File: src/rtl/ifstage_prefetch_pkg.sv
// Shared definitions for the instruction-fetch prefetch stage: default geometry,
// reset PC and the next-PC select encoding used by the PC register.
package ifstage_prefetch_pkg;

   localparam int          DEF_PC_W     = 32;
   localparam int          DEF_INSTR_W  = 32;
   localparam int          DEF_DEPTH    = 4;
   localparam logic [31:0] DEF_RESET_PC = 32'h0;

   typedef enum logic [1:0] {
      NPC_HOLD     = 2'd0,
      NPC_SEQ      = 2'd1,
      NPC_REDIRECT = 2'd2
   } npc_sel_e;

   // INSTR_BYTES for a given instruction width; the PC step and alignment granule.
   function automatic int instr_bytes(input int instr_w);
      return instr_w / 8;
   endfunction

endpackage

File: src/rtl/ifstage_prefetch_fetch_fifo.sv
// Prefetch queue: DEPTH-entry circular buffer of {instr, pc} with push/pop/flush.
// The head entry is presented straight from storage; an empty queue reads as zero.
module ifstage_prefetch_fetch_fifo #(
   parameter int DEPTH = 4,
   parameter int W     = 64
) (
   input  logic                   clk_i,
   input  logic                   rst_ni,
   input  logic                   push_i,
   input  logic [W-1:0]           data_i,
   input  logic                   pop_i,
   input  logic                   flush_i,
   output logic [W-1:0]           data_o,
   output logic                   valid_o,
   output logic [$clog2(DEPTH):0] count_o
);

   localparam int             PTR_W = $clog2(DEPTH);
   localparam logic [PTR_W-1:0] PTR_ONE = PTR_W'(1);
   localparam logic [PTR_W:0]   CNT_ONE = (PTR_W + 1)'(1);
   localparam logic [PTR_W:0]   FULL    = (PTR_W + 1)'(DEPTH);

   logic [W-1:0]     mem_q [DEPTH];
   logic [PTR_W-1:0] wr_q, wr_d, rd_q, rd_d;
   logic [PTR_W:0]   count_q, count_d;
   logic             pop_eff;

   assign valid_o = (count_q != '0);
   assign pop_eff = pop_i && valid_o;
   assign count_o = count_q;
   assign data_o  = valid_o ? mem_q[rd_q] : '0;

   always_comb begin
      wr_d    = wr_q;
      rd_d    = rd_q;
      count_d = count_q;
      if (flush_i) begin
         wr_d    = '0;
         rd_d    = '0;
         count_d = '0;
      end else begin
         if (push_i)  wr_d = wr_q + PTR_ONE;
         if (pop_eff) rd_d = rd_q + PTR_ONE;
         case ({push_i, pop_eff})
            2'b10:   count_d = count_q + CNT_ONE;
            2'b01:   count_d = count_q - CNT_ONE;
            default: count_d = count_q;
         endcase
      end
   end

   always_ff @(posedge clk_i) begin
      if (!rst_ni) begin
         wr_q    <= '0;
         rd_q    <= '0;
         count_q <= '0;
      end else begin
         wr_q    <= wr_d;
         rd_q    <= rd_d;
         count_q <= count_d;
      end
   end

   // Storage needs no reset: entries are only visible once counted.
   always_ff @(posedge clk_i) begin
      if (push_i && !flush_i) mem_q[wr_q] <= data_i;
   end

   // The fetch credit check must never let a push land on a full queue.
   assert property (@(posedge clk_i) disable iff (!rst_ni)
      !(push_i && !flush_i && !pop_eff && count_q == FULL));

endmodule

File: src/rtl/ifstage_prefetch.sv
// Instruction-fetch stage: PC register, sequential/redirect next-PC, one IMEM read per
// cycle with credit-based flow control, and a prefetch queue drained by decode.
module ifstage_prefetch
   import ifstage_prefetch_pkg::*;
#(
   parameter int              PC_W     = DEF_PC_W,
   parameter int              INSTR_W  = DEF_INSTR_W,
   parameter int              DEPTH    = DEF_DEPTH,
   parameter logic [PC_W-1:0] RESET_PC = PC_W'(DEF_RESET_PC)
) (
   input  logic               Clk,
   input  logic               Reset,
   input  logic               PC_LdEn,
   input  logic               Redirect,
   input  logic               Redirect_abs,
   input  logic [PC_W-1:0]    Redirect_base,
   input  logic [PC_W-1:0]    PC_Immed,
   output logic [PC_W-1:0]    imem_addr,
   output logic               imem_rd,
   input  logic [INSTR_W-1:0] imem_rdata,
   output logic [INSTR_W-1:0] Instr,
   output logic [PC_W-1:0]    Instr_PC,
   output logic               Instr_valid,
   input  logic               Instr_ready
);

   localparam int              IB         = instr_bytes(INSTR_W);
   localparam int              CNT_W      = $clog2(DEPTH) + 1;
   localparam int              QW         = INSTR_W + PC_W;
   localparam logic [PC_W-1:0] STEP       = PC_W'(IB);
   localparam logic [PC_W-1:0] ALIGN_MASK = ~(PC_W'(IB - 1));
   localparam logic [CNT_W:0]  DEPTH_L    = (CNT_W + 1)'(DEPTH);

   logic [PC_W-1:0]  pc_q, pc_d, tag_q, tag_d, target;
   logic             inflight_q, inflight_d;
   logic             issue, credit, push;
   logic [CNT_W-1:0] count;
   logic [CNT_W:0]   occupancy;
   logic [QW-1:0]    head;
   npc_sel_e         npc_sel;

   // Queued entries plus the outstanding read must fit, so a response always has a slot.
   assign occupancy = {1'b0, count} + {{CNT_W{1'b0}}, inflight_q};
   assign credit    = occupancy < DEPTH_L;
   assign issue     = Reset && PC_LdEn && !Redirect && credit;
   assign push      = inflight_q && !Redirect;

   assign target = (Redirect_abs ? PC_Immed : Redirect_base + STEP + PC_Immed) & ALIGN_MASK;

   always_comb begin
      if (Redirect)   npc_sel = NPC_REDIRECT;
      else if (issue) npc_sel = NPC_SEQ;
      else            npc_sel = NPC_HOLD;
   end

   always_comb begin
      pc_d = pc_q;
      case (npc_sel)
         NPC_SEQ:      pc_d = pc_q + STEP;
         NPC_REDIRECT: pc_d = target;
         default:      pc_d = pc_q;
      endcase
   end

   assign inflight_d = issue;
   assign tag_d      = issue ? pc_q : tag_q;

   always_ff @(posedge Clk) begin
      if (!Reset) begin
         pc_q       <= RESET_PC;
         inflight_q <= 1'b0;
         tag_q      <= '0;
      end else begin
         pc_q       <= pc_d;
         inflight_q <= inflight_d;
         tag_q      <= tag_d;
      end
   end

   // Redirect flushes the queue; any pop or response in that cycle is discarded.
   ifstage_prefetch_fetch_fifo #(
      .DEPTH (DEPTH),
      .W     (QW)
   ) u_fifo (
      .clk_i   (Clk),
      .rst_ni  (Reset),
      .push_i  (push),
      .data_i  ({imem_rdata, tag_q}),
      .pop_i   (Instr_ready),
      .flush_i (Redirect),
      .data_o  (head),
      .valid_o (Instr_valid),
      .count_o (count)
   );

   assign imem_rd   = issue;
   assign imem_addr = pc_q;
   assign Instr     = head[QW-1:PC_W];
   assign Instr_PC  = head[PC_W-1:0];

endmodule

File: config.mk
export PLATFORM = sky130hd
export DESIGN_NAME = ifstage_prefetch
export DESIGN_NICKNAME = d
export VERILOG_FILES = /design/src/rtl/ifstage_prefetch_pkg.sv /design/src/rtl/ifstage_prefetch_fetch_fifo.sv /design/src/rtl/ifstage_prefetch.sv
export SDC_FILE = /design/constraint.sdc
export NUM_CORES = 1
export LEC_CHECK = 0
export BUFFER_PORTS_ARGS = -buffer_cell sky130_fd_sc_hd__buf_2
export CORE_MARGIN = 3
export CORE_UTILIZATION = 60
export CTS_CLUSTER_DIAMETER = 50
export DETAILED_ROUTE_END_ITERATION = 7
export PLACE_DENSITY = 0.83
export RECOVER_POWER = 100
export SKIP_CTS_REPAIR_TIMING = 1
export SYNTH_ARGS = -nofsm -noshare
export SYNTH_HDL_FRONTEND = slang
export SYNTH_SLANG_ARGS = --single-unit
File: constraint.sdc
create_clock -name Clk -period 5.9 [get_ports Clk]
set_clock_uncertainty 0.15 [all_clocks]
set_input_delay 0.59 -clock Clk [delete_from_list [all_inputs] [get_ports Clk]]
set_output_delay 0.59 -clock Clk [all_outputs]
set_load 0.02 [all_outputs]
After elaboration in Yosys (flattened, before gate mapping)
Memory sizes are Yosys's and may differ from the RTL's. A register that Yosys moved wholly into a read port is not among the register bits.
Cells that the tools add are included.
- logic and storage cells: 42
- bits in registers: 72
- bits of input ports: 102
- output and inout bits: 98
- bits in writable memories: 256
- memories kept: 1
- memory list (name ; words ; bits a word ; read ports ; clocked after Yosys merged registers in ; wr ports ; RTL line ; RTL):
    u_fifo.mem_q ; 4 ; 64 ; 1 ; 1 ; 1 ; ifstage_prefetch_fetch_fifo.sv:23 ; logic [W-1:0] mem_q [DEPTH];
- reduce and logical (&&, ||, !) cells: 11
- bitwise gates (word level): 1
- order comparisons: 1
- mux-type cells: 10
- add/subtract/negate cells: 8
- equality and inequality tests: 4
- operator list (operator ; count):
    $add A32 B3 Y32 const B ; 2
    $mux W64 ; 1
    $pmux W32 S2 ; 1
    $add A32 B32 Y32 ; 1
    $mux W32 ; 1
    $logic_and A1 B1 Y1 ; 6
    $mux W2 ; 3
    $pmux W3 S2 ; 1
    $add A2 B1 Y2 const B ; 2
    $add A3 B1 Y4 ; 1
    $eq A2 B1 Y1 const B ; 2
    $eq A2 B2 Y1 const B ; 2
    $lt A4 B3 Y1 const B ; 1
    $reduce_bool A2 Y1 ; 2
    $add A3 B1 Y3 const B ; 1
    $mux W1 ; 3
    $reduce_bool A3 Y1 ; 1
    $sub A3 B1 Y3 const B ; 1
    $reduce_or A2 Y1 ; 1
    $logic_not A1 Y1 ; 1
    $not A1 Y1 ; 1

Logic depth before layout (Yosys ltp)
- depth in word-level cells: 7
- depth in mapped cells: 12

By module
A second synthesis with hierarchy kept.
- cells, all modules: 1083
- area, all modules: 15014.4 um^2
- modules (own cells, without submodules) (module ; times used ; cells each ; seq. area each (um^2) ; area an instance (um^2)):
    ifstage_prefetch_fetch_fifo ; 1 ; 455 ; 7867.5 ; 10192.3
    ifstage_prefetch ; 1 ; 628 ; 1221.2 ; 4822.1

Least setup slack after synthesis
Ideal clock, no wire load.
- path kind: input to register
- start point: input port Redirect_base[10]
- end point: register pc_q[29], in the netlist imem_addr[29]
- arrival time: 2.972 ns
- data required time: 5.675 ns
- buffers on the path: 0
- stages on the path: 10
- path slack: 2.703 ns
- cell sequence: ha_1 ha_1 and2_1 a221o_1 or3_4 o211ai_2 nand3_1 a31oi_1 mux2_2 o22ai_1
- cells in the longest elaborated chain, start to end: 4
- RTL lines (item ; RTL line ; RTL):
    start, declared ; ifstage_prefetch.sv:16 ; input logic [PC_W-1:0] Redirect_base,
    $add A32 B3 Y32 ; ifstage_prefetch.sv:48 ; assign target = (Redirect_abs ? PC_Immed : Redirect_base + STEP + PC_Immed) & ALIGN_MASK;
    $add A32 B32 Y32 ; ifstage_prefetch.sv:48 ;
    $mux W32 ; ifstage_prefetch.sv:48 ;
    $pmux W32 S2 ; ifstage_prefetch.sv:58 ; case (npc_sel)
    end signal, assigned ; ifstage_prefetch.sv:74 ; pc_q <= pc_d;
    end, declared ; ifstage_prefetch.sv:34 ; logic [PC_W-1:0] pc_q, pc_d, tag_q, tag_d, target;
No other way between the ends.
A chain may end at the register's enable or synchronous reset.

Final worst setup path
- start point: input port Reset
- end point: output port imem_rd
- cells in the longest elaborated chain, start to end: 3
- RTL lines (item ; RTL line ; RTL):
    start, declared ; ifstage_prefetch.sv:12 ; input logic Reset,
    $logic_and A1 B1 Y1 (3 in series) ; ifstage_prefetch.sv:45 ; assign issue = Reset && PC_LdEn && !Redirect && credit;
    end, declared ; ifstage_prefetch.sv:19 ; output logic imem_rd,
No other way between the ends.

==> run_results.csv <==
group,metric,value,unit
power,power_frac_comb,10.0,%
cells_and_area,diodes,0,
power,p_int,3.79,mW
placement,place_area,16100,um2
route,drt_iter0_drc,833,
floorplan,die_area,26700,um2
global_route,antenna_found_initial,0,
sta,setup_tns,0,ns
sta,fin_hold_ws,0.152,ns
critical_path,worstRegToRegCells,3,
route,firstDrtPassIters,7,
placement,io_buffers,195,
synthesis,ys_seq_area_share,59.4,%
synthesis,synth-edff-count,248,
flow_run,maxCapViolations,6,
critical_path,arrival,3.75,ns
worst_hold_path,hold_class,"primary input to register",
sta,fmax,223,MHz
sta,rsz0062_at_grt,"false",
route,drc,0,
global_route,grt_usage,26.3,%
synthesis,synth_area,14900,um2
critical_path,r2r_setup_slack,1.76,ns
clocking,cts_tree,"done",
synthesis,synth_top_cell_by_area,"edfxtp_1",
cells_and_area,multi_input_area,5720,um2
floorplan,placeableCoreArea,24400,um2
global_route,grt_pass1_vias,9672,
sta,finalHoldViolCount,0,
worst_hold_path,min_path_cells,1,
cells_and_area,final_common_cell,"edfxtp_1",
route,num_vias,9796,
floorplan,initial_core_util,61.1,%
power,cellPowerDensity,290,nW/um2
critical_path,critPathKind,"primary input to primary output",
synthesis,synth-main-ff-cell,"edfxtp_1",
power,clkPwrFrac,39.7,%
power,ir_drop,0.247,mV
critical_path,start_kind,"primary input",
synthesis,ys_async_sr_fraction,0,%
global_route,overflow,0,
status,outcome,"finished, violations left",
power,swShare,23.3,%
sta,finalCriticalPeriod,4.49,ns
clocking,insertion_delay,0.54,ns
critical_path,crit_fanout,65,
global_route,grt_max_degree,66,
sta,setup_slack,1.41,ns
placement,dp_slack,2.14,ns
route,routed_wl,35100,um
cells_and_area,seq_area,8850,um2
sta,finalCritPeriodShare,76.1,%
synthesis,synth.distinct_cells,64,
worst_hold_path,hp-start,"imem_rdata[20]",
power,leakage,6.14,nW
critical_path,crit_required,5.16,ns
clocking,h-tree-depth,1,
cells_and_area,fin_area,17000,um2
critical_path,worst_r2r_endpoint,"u_fifo.mem_q[1][4]",
route,wl_per_cell,21.7,um
cells_and_area,n_fill_cell,1679,
worst_hold_path,min_to,"u_fifo.mem_q[1][52]",
power,p_switching,1.15,mW
floorplan,io-pin-count,200,
cells_and_area,layout_common_cells,"248 x edfxtp_1, 109 x nand2_1, 101 x buf_2",
global_route,grt_pass1_wl,54500,um
clocking,clk_pin_slew,0.06,ns
cells_and_area,layout-drive-gt1-share,18.3,%
synthesis,yosysWarnings,0,
placement,dpl.hpwl,22400,um
clocking,numCtsBuffers,30,
cells_and_area,area_delta_synth_final,14.3,%
synthesis,syn_area_per_cell,13.7,um2
sta,worstMarginPinSlew,3.05,ns
synthesis,synthTopCellsByArea,"edfxtp_1 50%, dfxtp_1 9.4%, mux4_2 9.4%",
floorplan,die_x,164,um
cells_and_area,nets,1438,
route,ant_nets,0,
synthesis,syn_inst,1090,
sta,max-slew-margin-rel,-103,%
status,violations,"max-capacitance violations, max-slew violations",
sta,drv_slew,307,
route,viasPerCell,6.06,
synthesis,ys_ff_latch,318,
critical_path,setup.worst_path.end_class,"primary output",
floorplan,num_rows,57,
clocking,cts_buffer_depth,3,
floorplan,die_h,164,um
critical_path,r2r-start,"inflight_q",
sta,setup_violations,0,
synthesis,synth_top_cell_area_share,50.0,%
placement,routabilityCongestion,0.916,
clocking,cts.sinks,318,
power,pwr-share-seq,50.3,%
clocking,clock-root-buffer,"clkbuf_16",
## power groups by stage
stage / registers (mW) / logic (mW) / clock network [mW]
final: 2.48 / 0.494 / 1.96
after CTS: 2.48 / 0.498 / 1.99
after global placement: 2.53 / 0.485 / 0
after detailed placement: 2.53 / 0.491 / 0
after global routing: 2.49 / 0.547 / 2.07
after floorplan: 2.54 / 0.323 / 0
## worst max-delay path by stage
stage	slack (ns)	to	start	depth (start not counted)
after floorplan	2.70	imem_addr[29]	Redirect_base[10]	10
after global placement	2.20	imem_addr[20]	Reset	10
after detailed placement	2.14	imem_addr[20]	Reset	10
after CTS	2.13	Instr_PC[17]	register	4
after global routing	1.03	imem_addr[21]	Reset	10
final	1.41	imem_rd	Reset	6
## worst max-delay path: stages
cell	delay, ns
clkbuf_1	1.65
nor2b_1	0.27
nand4b_1	0.11
buf_4	0.25
inv_2	0.51
clkbuf_1	0.34
## sequential cells by signal, indices dropped and copies added, names as in the netlist, named ones only
register,cells
imem_addr,30
inflight_q,1
u_fifo.mem_q,248
u_fifo.count_o,3
tag_q,30
u_fifo.rd_q,2
u_fifo.wr_q,2
## kinds of logic after synthesis
| logic type | synth area share, % |
|---|---|
| flops | 59.4 |
| buf+inv | 2.21 |
| simple gates | 10.4 |
| xor+xnor | 2.94 |
| fa+ha+maj | 5.73 |
| mux | 10.0 |
| other cells | 0.0252 |
| compound gates | 9.28 |
## cells in the mapped netlist (3+ instances only)
| cell type | count |
|---|---|
| nand2_1 | 108 |
| o21ai_1 | 4 |
| edfxtp_1 | 248 |
| clkbuf_1 | 39 |
| and4_1 | 6 |
| nand2b_1 | 4 |
| o2111ai_1 | 4 |
| o211ai_1 | 19 |
| o21a_1 | 4 |
| nand4_1 | 22 |
| a21oi_1 | 50 |
| nor3_1 | 8 |
| nor2b_1 | 9 |
| buf_1 | 9 |
| a211oi_1 | 5 |
| mux2i_1 | 7 |
| a21boi_0 | 31 |
| or3_1 | 3 |
| nor2_1 | 32 |
| xnor2_1 | 31 |
| a31oi_1 | 10 |
| o21bai_1 | 4 |
| o221ai_1 | 6 |
| xor2_1 | 19 |
| and3_1 | 11 |
| o211a_1 | 13 |
| buf_2 | 7 |
| mux4_2 | 62 |
| nand3_1 | 15 |
| a21o_1 | 15 |
| nor4_1 | 3 |
| and2_1 | 71 |
| dfxtp_1 | 70 |
| o21ai_0 | 18 |
| ha_1 | 65 |
| inv_1 | 20 |
| buf_4 | 4 |
## area by class of cell
cell class                 count  area share [%]
sequential                   318            52.0
multi-input combinational    694            33.6
tap                          324            2.38
timing repair buffer         204            5.42
inverter                      21           0.463
clock buffer                  46            5.59
clock inverter                10           0.529
## per-layer routing
layer	up-vias	part of all wire, %	global-route usage (%)
met2	482	49	44.4
met5	-	0	0
met1	4728	40	34.8
met4	0	2.7	7.30
li1	4508	-	-
met3	78	8.8	5.55
## stage by stage
stage          utilization, %  std cells  power [mW]
6_report                 69.8       1617        4.94
2_1_floorplan               -       1093        2.86
4_1_cts                  70.3       1617        4.97
5_1_grt                  69.8       1617        5.10
3_3_place_gp             66.1       1561        3.01
3_5_place_dp             66.1       1561        3.02
No activity file was read; power rests on OpenSTA's default activity.
